File: config.mk
export PLATFORM = sky130hd
export DESIGN_NAME = intersection_phase_scheduler
export DESIGN_NICKNAME = d
export VERILOG_FILES = /design/src/rtl/traffic_pkg.sv /design/src/rtl/phase_timer.sv /design/src/rtl/intersection_phase_scheduler.sv
export SDC_FILE = /design/constraint.sdc
export NUM_CORES = 1
export LEC_CHECK = 0
export ABC_AREA = 0
export CORE_MARGIN = 2
export CORE_UTILIZATION = 50
export DETAILED_ROUTE_END_ITERATION = 7
export MAX_ROUTING_LAYER = met4
export PLACE_DENSITY_LB_ADDON = 0.15
export RECOVER_POWER = 100
export SLEW_MARGIN = 20
export SYNTH_ARGS = -nofsm -noshare
export SYNTH_HDL_FRONTEND = slang
export SYNTH_SLANG_ARGS = --single-unit
export TNS_END_PERCENT = 100
File: constraint.sdc
create_clock -name clk -period 4.4 [get_ports clk]
set_input_delay 0.66 -clock clk [delete_from_list [all_inputs] [get_ports clk]]
set_output_delay 0.66 -clock clk [all_outputs]
set_load 0.02 [all_outputs]
File: src/rtl/traffic_pkg.sv
// Shared definitions for the intersection phase scheduler.
// Latency: n/a (types, constants and a lamp helper only).
// Backpressure: n/a.
package traffic_pkg;

    // Phase encodings; the numeric values are visible on the phase debug port.
    typedef enum logic [2:0] {
        ST_ALL_RED_NS = 3'd0,
        ST_NS_GREEN   = 3'd1,
        ST_NS_YELLOW  = 3'd2,
        ST_ALL_RED_EW = 3'd3,
        ST_EW_GREEN   = 3'd4,
        ST_EW_YELLOW  = 3'd5,
        ST_HOLD       = 3'd6
    } phase_e;

    // Bit positions inside a light triplet.
    localparam int LIGHT_GREEN  = 0;
    localparam int LIGHT_YELLOW = 1;
    localparam int LIGHT_RED    = 2;

    // Direction that most recently had a green.
    typedef enum logic {
        DIR_NS = 1'b0,
        DIR_EW = 1'b1
    } dir_e;

    // One-hot lamp pattern with only the given bit lit.
    function automatic logic [2:0] lamp(input int idx);
        return 3'b001 << idx;
    endfunction

endpackage

File: src/rtl/phase_timer.sv
// Loadable remaining-time down-counter for the current phase.
// Latency: load or decrement visible one clk after the edge that applies it.
// Backpressure: none; decrements only on tick with en=1, holds at zero.
//
// Ports:
//   clk, rst_n       clock, asynchronous active-low reset (resets to RST_VAL)
//   en_i, tick_i     global enable and one-second pulse
//   load_i           load load_value_i this edge (has priority over decrement)
//   remain_o, zero_o current count and count==0 flag
module phase_timer #(
    parameter int                 W       = 5,
    parameter logic [W-1:0]       RST_VAL = '0
) (
    input  logic         clk,
    input  logic         rst_n,
    input  logic         en_i,
    input  logic         tick_i,
    input  logic         load_i,
    input  logic [W-1:0] load_value_i,
    output logic [W-1:0] remain_o,
    output logic         zero_o
);

    logic [W-1:0] remain_q;
    logic [W-1:0] remain_d;

    always_comb begin
        remain_d = remain_q;
        if (load_i) begin
            remain_d = load_value_i;
        end else if (en_i && tick_i && (remain_q != '0)) begin
            remain_d = remain_q - 1'b1;
        end
    end

    always_ff @(posedge clk or negedge rst_n) begin
        if (!rst_n) begin
            remain_q <= RST_VAL;
        end else begin
            remain_q <= remain_d;
        end
    end

    assign remain_o = remain_q;
    assign zero_o   = (remain_q == '0);

endmodule

File: src/rtl/intersection_phase_scheduler.sv
// Two-road traffic phase sequencer with pedestrian requests and emergency hold.
// Latency: phase changes on the clk edge of the expiring tick (emergency: next edge, no tick).
// Backpressure: none; en=0 freezes phase, timer and last direction, requests still latch.
//
// Ports:
//   clk, rst_n                  clock, asynchronous active-low reset
//   en, tick                    global enable, one-clock pulse per second
//   ped_req_ns, ped_req_ew      pedestrian requests (pulse or level), latched
//   emerg                       emergency preemption level
//   ns_light, ew_light          {red, yellow, green} one-hot triplets
//   walk_ns, walk_ew            walk lamps, lit for a whole green if requested at entry
//   remain                      ticks left in the current phase (0 in HOLD)
//   phase                       current phase encoding
module intersection_phase_scheduler
    import traffic_pkg::*;
#(
    parameter int pTIME_GREEN   = 15,
    parameter int pTIME_YELLOW  = 3,
    parameter int pTIME_ALL_RED = 2,
    parameter int pMIN_GREEN    = 5,
    parameter int pCNT_WIDTH    = 5
) (
    input  logic                  clk,
    input  logic                  rst_n,
    input  logic                  en,
    input  logic                  tick,
    input  logic                  ped_req_ns,
    input  logic                  ped_req_ew,
    input  logic                  emerg,
    output logic [2:0]            ns_light,
    output logic [2:0]            ew_light,
    output logic                  walk_ns,
    output logic                  walk_ew,
    output logic [pCNT_WIDTH-1:0] remain,
    output logic [2:0]            phase
);

    localparam logic [pCNT_WIDTH-1:0] DUR_GREEN   = pCNT_WIDTH'(pTIME_GREEN - 1);
    localparam logic [pCNT_WIDTH-1:0] DUR_YELLOW  = pCNT_WIDTH'(pTIME_YELLOW - 1);
    localparam logic [pCNT_WIDTH-1:0] DUR_ALL_RED = pCNT_WIDTH'(pTIME_ALL_RED - 1);
    // Green may end early once remain has dropped to this value, which
    // guarantees at least pMIN_GREEN ticks of green.
    localparam logic [pCNT_WIDTH:0]   EARLY_LIM   = (pCNT_WIDTH+1)'(pTIME_GREEN - pMIN_GREEN);

    phase_e                  state_q, state_d;
    dir_e                    last_dir_q, last_dir_d;
    logic                    req_ns_q, req_ns_d;
    logic                    req_ew_q, req_ew_d;
    logic                    walk_ns_q, walk_ns_d;
    logic                    walk_ew_q, walk_ew_d;

    logic                    tmr_load;
    logic [pCNT_WIDTH-1:0]   tmr_load_value;
    logic [pCNT_WIDTH-1:0]   tmr_remain;
    logic                    tmr_zero;
    logic                    expire;
    logic                    early_ok;
    logic                    enter_ns_green;
    logic                    enter_ew_green;

    phase_timer #(
        .W       (pCNT_WIDTH),
        .RST_VAL (DUR_ALL_RED)
    ) u_phase_timer (
        .clk          (clk),
        .rst_n        (rst_n),
        .en_i         (en),
        .tick_i       (tick),
        .load_i       (tmr_load),
        .load_value_i (tmr_load_value),
        .remain_o     (tmr_remain),
        .zero_o       (tmr_zero)
    );

    assign expire   = tick && tmr_zero;
    assign early_ok = ({1'b0, tmr_remain} <= EARLY_LIM);

    // Next-phase logic. Every phase change reloads the timer on the same edge.
    always_comb begin
        state_d        = state_q;
        last_dir_d     = last_dir_q;
        walk_ns_d      = walk_ns_q;
        walk_ew_d      = walk_ew_q;
        tmr_load       = 1'b0;
        tmr_load_value = '0;

        if (en) begin
            unique case (state_q)
                ST_ALL_RED_NS: begin
                    if (expire) begin
                        tmr_load = 1'b1;
                        if (emerg) begin
                            state_d = ST_HOLD;
                        end else begin
                            state_d        = ST_NS_GREEN;
                            tmr_load_value = DUR_GREEN;
                            last_dir_d     = DIR_NS;
                            // A request arriving on the entry edge is served now.
                            walk_ns_d      = req_ns_q || ped_req_ns;
                        end
                    end
                end
                ST_NS_GREEN: begin
                    if (emerg || (tick && (tmr_zero || (req_ew_q && early_ok)))) begin
                        state_d        = ST_NS_YELLOW;
                        tmr_load       = 1'b1;
                        tmr_load_value = DUR_YELLOW;
                    end
                end
                ST_NS_YELLOW: begin
                    if (expire) begin
                        state_d        = ST_ALL_RED_EW;
                        tmr_load       = 1'b1;
                        tmr_load_value = DUR_ALL_RED;
                    end
                end
                ST_ALL_RED_EW: begin
                    if (expire) begin
                        tmr_load = 1'b1;
                        if (emerg) begin
                            state_d = ST_HOLD;
                        end else begin
                            state_d        = ST_EW_GREEN;
                            tmr_load_value = DUR_GREEN;
                            last_dir_d     = DIR_EW;
                            walk_ew_d      = req_ew_q || ped_req_ew;
                        end
                    end
                end
                ST_EW_GREEN: begin
                    if (emerg || (tick && (tmr_zero || (req_ns_q && early_ok)))) begin
                        state_d        = ST_EW_YELLOW;
                        tmr_load       = 1'b1;
                        tmr_load_value = DUR_YELLOW;
                    end
                end
                ST_EW_YELLOW: begin
                    if (expire) begin
                        state_d        = ST_ALL_RED_NS;
                        tmr_load       = 1'b1;
                        tmr_load_value = DUR_ALL_RED;
                    end
                end
                ST_HOLD: begin
                    // Resume by giving the green to the direction that did not have it last.
                    if (!emerg) begin
                        state_d        = (last_dir_q == DIR_EW) ? ST_ALL_RED_NS : ST_ALL_RED_EW;
                        tmr_load       = 1'b1;
                        tmr_load_value = DUR_ALL_RED;
                    end
                end
                default: begin
                    state_d        = ST_ALL_RED_NS;
                    tmr_load       = 1'b1;
                    tmr_load_value = DUR_ALL_RED;
                end
            endcase
        end
    end

    assign enter_ns_green = (state_q == ST_ALL_RED_NS) && (state_d == ST_NS_GREEN);
    assign enter_ew_green = (state_q == ST_ALL_RED_EW) && (state_d == ST_EW_GREEN);

    // Requests latch regardless of en; entering the served green clears them.
    assign req_ns_d = (req_ns_q || ped_req_ns) && !enter_ns_green;
    assign req_ew_d = (req_ew_q || ped_req_ew) && !enter_ew_green;

    always_ff @(posedge clk or negedge rst_n) begin
        if (!rst_n) begin
            state_q    <= ST_ALL_RED_NS;
            last_dir_q <= DIR_EW;
            req_ns_q   <= 1'b0;
            req_ew_q   <= 1'b0;
            walk_ns_q  <= 1'b0;
            walk_ew_q  <= 1'b0;
        end else begin
            state_q    <= state_d;
            last_dir_q <= last_dir_d;
            req_ns_q   <= req_ns_d;
            req_ew_q   <= req_ew_d;
            walk_ns_q  <= walk_ns_d;
            walk_ew_q  <= walk_ew_d;
        end
    end

    // Lamp decode straight from the state register.
    always_comb begin
        ns_light = lamp(LIGHT_RED);
        ew_light = lamp(LIGHT_RED);
        unique case (state_q)
            ST_NS_GREEN:  ns_light = lamp(LIGHT_GREEN);
            ST_NS_YELLOW: ns_light = lamp(LIGHT_YELLOW);
            ST_EW_GREEN:  ew_light = lamp(LIGHT_GREEN);
            ST_EW_YELLOW: ew_light = lamp(LIGHT_YELLOW);
            default: ;
        endcase
    end

    // The walk flag is captured at green entry and only shown during that green,
    // so an emergency cut to yellow drops the lamp immediately.
    assign walk_ns = walk_ns_q && (state_q == ST_NS_GREEN);
    assign walk_ew = walk_ew_q && (state_q == ST_EW_GREEN);
    assign remain  = tmr_remain;
    assign phase   = state_q;

endmodule

==> impl_metrics.xml <==
<?xml version="1.0" encoding="UTF-8"?>
<metrics>
  <group name="outcome">
    <metric name="outcome" unit="">finished clean</metric>
  </group>
  <group name="setup_path">
    <metric name="worst_ep_arrival_time" unit="ns">2.35</metric>
    <metric name="worst_path_dominant_cell_family" unit="">simple AND/OR/NAND/NOR gates</metric>
    <metric name="end_kind" unit="">output pin</metric>
    <metric name="critical_path_cell_list" unit="">nor3b_1, and2_1, dlygate4sd3_1</metric>
    <metric name="crit_slowest_cell" unit="">sky130_fd_sc_hd__dlygate4sd3_1</metric>
    <metric name="cp_max_fo" unit="">21</metric>
    <metric name="timing_worst_setup_path_type" unit="">flop to output pin</metric>
    <metric name="critical_path.n_buffers_inverters" unit="">1</metric>
    <metric name="cpPeakStageDelay" unit="ns">0.67</metric>
    <metric name="timing.critical_path.required" unit="ns">3.74</metric>
    <metric name="start_kind" unit="">flop</metric>
  </group>
  <group name="cells_and_area">
    <metric name="fraction_of_layout_cells_with_a_size_suffix_above_1" unit="%">6.08</metric>
    <metric name="synthToLayoutAreaGrowth" unit="%">21.6</metric>
    <metric name="design.final.nets" unit="">159</metric>
    <metric name="n_antenna_cell" unit="">0</metric>
  </group>
  <group name="placement">
    <metric name="dp_hpwl" unit="mm">1.96</metric>
    <metric name="port-buffer-count" unit="">22</metric>
    <metric name="gp_congestion" unit="">0.940</metric>
    <metric name="place_ws" unit="ns">1.64</metric>
  </group>
  <group name="cts">
    <metric name="clock-root-buffer" unit="">sky130_fd_sc_hd__clkbuf_4</metric>
    <metric name="cts_made_buffers" unit="">3</metric>
    <metric name="cts_htree_levels" unit="">1</metric>
    <metric name="worst_skew_pair.late_latency" unit="ns">0.29</metric>
    <metric name="ctsResizeCount" unit="">0</metric>
    <metric name="cts.clk_slew.worst_paths" unit="ns">0.10</metric>
    <metric name="cts_setup_buffers" unit="">0</metric>
    <metric name="max-clock-path-buffers" unit="">2</metric>
    <metric name="cts.sinks" unit="">13</metric>
    <metric name="tritoncts" unit="">yes</metric>
    <metric name="ctsHoldBuffers" unit="">0</metric>
  </group>
  <group name="global_route">
    <metric name="grt_antenna_before_repair" unit="">0</metric>
    <metric name="grt_pass1_vias" unit="">952</metric>
    <metric name="grt_use_total" unit="%">23.5</metric>
    <metric name="gr-total-overflow" unit="">0</metric>
    <metric name="grt_start_max_net_pins" unit="">22</metric>
    <metric name="grt_first_pass_wirelength" unit="mm">4.45</metric>
  </group>
  <group name="synth">
    <metric name="yosys.area.top_type_share" unit="%">26.1</metric>
    <metric name="yosysSeqAreaShare" unit="%">31.1</metric>
    <metric name="netlist_top_cells_count" unit="">12 x sky130_fd_sc_hd__a21oi_1, 12 x sky130_fd_sc_hd__nor2_1, 11 x sky130_fd_sc_hd__dfrtp_1, 11 x sky130_fd_sc_hd__nand2_1</metric>
    <metric name="ys_async_sr_fraction" unit="%">100</metric>
    <metric name="post-synth-top-area-cell" unit="">sky130_fd_sc_hd__dfrtp_1</metric>
    <metric name="postSynth.topFlopCell" unit="">sky130_fd_sc_hd__dfrtp_1</metric>
    <metric name="netlist_top_cells_area" unit="">sky130_fd_sc_hd__dfrtp_1 26%, sky130_fd_sc_hd__a21oi_1 5.7%, sky130_fd_sc_hd__dfstp_2 5.0%, sky130_fd_sc_hd__nor2_1 4.3%, sky130_fd_sc_hd__nand2_1 3.9%</metric>
    <metric name="synth_enable_flop_cells" unit="">0</metric>
    <metric name="synth_area" unit="sq um">1050</metric>
    <metric name="yosys_warnings" unit="">0</metric>
    <metric name="mapped_cells" unit="">131</metric>
    <metric name="postSynthRegisterBits" unit="">13</metric>
    <metric name="yosysUniqueCellTypes" unit="">41</metric>
    <metric name="synth_nets" unit="">141</metric>
    <metric name="syn_avg_cell_area" unit="sq um">8.04</metric>
  </group>
  <group name="route">
    <metric name="totalWireLength" unit="mm">2.64</metric>
    <metric name="detail_route.first_pass.iterations" unit="">4</metric>
    <metric name="drc" unit="">0</metric>
    <metric name="drt-vias-per-instance" unit="">6.08</metric>
    <metric name="drt_first_iter_violations" unit="">39</metric>
    <metric name="detail-route-antenna-nets" unit="">0</metric>
    <metric name="number_of_vias_after_detailed_routing" unit="">1064</metric>
    <metric name="wire_per_inst" unit="um">15.1</metric>
  </group>
  <group name="sta">
    <metric name="fin_tns_setup" unit="ns">0</metric>
    <metric name="portion_of_the_clock_cycle_consumed_by_the_worst_path_in_the_final_layout" unit="%">68.4</metric>
    <metric name="setup_viol" unit="">0</metric>
    <metric name="timing.final.hold_violations" unit="">0</metric>
    <metric name="minimum_clock_period_after_layout" unit="ns">3.01</metric>
    <metric name="unrepaired_setup_endpoints_after_global_routing" unit="">no</metric>
    <metric name="drv_slew" unit="">0</metric>
    <metric name="max_freq" unit="MHz">332</metric>
    <metric name="postLayoutSetupSlackWorst" unit="ns">1.39</metric>
    <metric name="final.setup_skew" unit="ns">0.0181</metric>
    <metric name="worst_slew_pin_slew" unit="ns">0.890</metric>
    <metric name="relSlewSlack" unit="%">40.5</metric>
  </group>
  <group name="power_and_ir_drop">
    <metric name="vdd.ir_drop.worst" unit="mV">0.366</metric>
    <metric name="power_per_cell_area" unit="nW/um^2">634</metric>
    <metric name="p_leak" unit="uW">0.000546</metric>
    <metric name="power" unit="uW">813</metric>
  </group>
  <group name="floorplanning">
    <metric name="core" unit="sq um">1980</metric>
    <metric name="total_i_o_pin_count" unit="">23</metric>
    <metric name="dieWidth" unit="um">49.9</metric>
    <metric name="die-height" unit="um">49.9</metric>
    <metric name="design.die.area" unit="sq um">2490</metric>
    <metric name="fp-row-count" unit="">16</metric>
    <metric name="initial_cell_density_of_the_core" unit="%">53.2</metric>
  </group>
  <group name="flow_run">
    <metric name="timing.max_cap.violations" unit="">0</metric>
  </group>
  <group name="min_path">
    <metric name="hp-class" unit="">flop to flop</metric>
  </group>
</metrics>
routing by layer:
metal / track usage (%) / vias to the layer above / wire length (um)
met3: 3.03 / 8 / 145
li1: - / 515 / -
met2: 36.9 / 49 / 1260
met4: 6.94 / 0 / 38
met5: - / - / 0
met1: 31.7 / 492 / 1190
path summary, 6_finish.rpt:
kind	startpoint	cells past startpoint	slack, ns	end
max in group asynchronous	rst_n	1	3.20	phase[1]$_DFF_PN0_
worst max-delay path	phase[2]$_DFF_PN0_	3	1.39	walk_ns
worst max register to register	u_phase_timer.remain_o[0]$_DFFE_PN1P_	7	1.57	phase[0]$_DFF_PN0_
min in group asynchronous	rst_n	1	0.80	u_phase_timer.remain_o[2]$_DFFE_PN0P_
worst min register to register	last_dir_q$_DFFE_PN1P_	2	0.56	last_dir_q$_DFFE_PN1P_
worst min-delay path	last_dir_q$_DFFE_PN1P_	2	0.56	last_dir_q$_DFFE_PN1P_
placed cells by master, fill, tap and decap left out, drive strengths merged, types with 2 or more instances in the layout:
cell           synthesis  layout
a211oi                 3       3
a21oi                 12      12
a31oi                  4       4
a41oi                  3       3
and2                   4       4
and3                   5       5
clkbuf                 3       4
clkdlybuf4s50          0       5
dfrtp                 11      11
dfstp                  2       2
dlygate4sd3            0      17
ha                     3       3
inv                    6       6
nand2                 11      11
nand2b                 5       5
nand3                  3       3
nand3b                 2       2
nand4                  2       2
nor2                  12      12
nor2b                  4       4
nor3                   6       6
o21ai                  3       3
o221ai                 2       2
o32ai                  3       3
or4                    2       2
xor2                   2       2
registers in the layout, summed over array words and instances (netlist names):
name,cells
last_dir_q,1
req_ew_q,1
u_phase_timer.remain_o,5
walk_ew_q,1
req_ns_q,1
walk_ns_q,1
phase,3
kinds of logic (layout without fill, tap and decap cells):
kind of cell | count (synthesis) | in the layout | synth area share (%)
buffers and inverters | 15 | 32 | 6.29
AND/OR/NAND/NOR | 59 | 59 | 30.8
multiplexers | 1 | 1 | 1.42
XOR/XNOR | 2 | 2 | 1.66
AO/OA/AOI/OAI | 38 | 38 | 25.2
adder cells (fa/ha/maj) | 3 | 3 | 3.56
flip-flops | 13 | 13 | 31.1
worst register-to-register path, cell delays in order (launching register included):
cell and delay (ns):
sky130_fd_sc_hd__dfstp_1 0.40, sky130_fd_sc_hd__inv_1 0.15, sky130_fd_sc_hd__ha_1 0.19, sky130_fd_sc_hd__nor4b_2 0.72
sky130_fd_sc_hd__a21oi_1 0.26, sky130_fd_sc_hd__and3_1 0.23, sky130_fd_sc_hd__or4_1 0.43, sky130_fd_sc_hd__mux2_1 0.32
per-stage QoR:
stage,cells,area (sq um),hold slack (ns),util [%]
2_1_floorplan,131,1050,0.364,-
3_3_place_gp,171,1260,0.533,63.8
3_5_place_dp,171,1260,0.542,63.8
4_1_cts,175,1290,0.558,65.1
5_1_grt,175,1280,0.588,64.6
6_report,175,1280,0.562,64.6
final cells by class:
type | instances | area (sq um)
well taps | 27 | 33.8
multi-input cells | 103 | 651
clock buffers | 4 | 26.3
inverters | 6 | 22.5
fillers | 175 | 701
repair buffers | 22 | 220
flip-flops and latches | 13 | 328
where the power goes:
group,leakage (uW),total [uW],internal [uW],switching [uW]
logic,0.000380,493,221,273
registers,0.000151,241,158,82.9
clock network,0.0000150,78.7,35.2,43.5
Note: power is estimated with default switching activity, not from simulation.
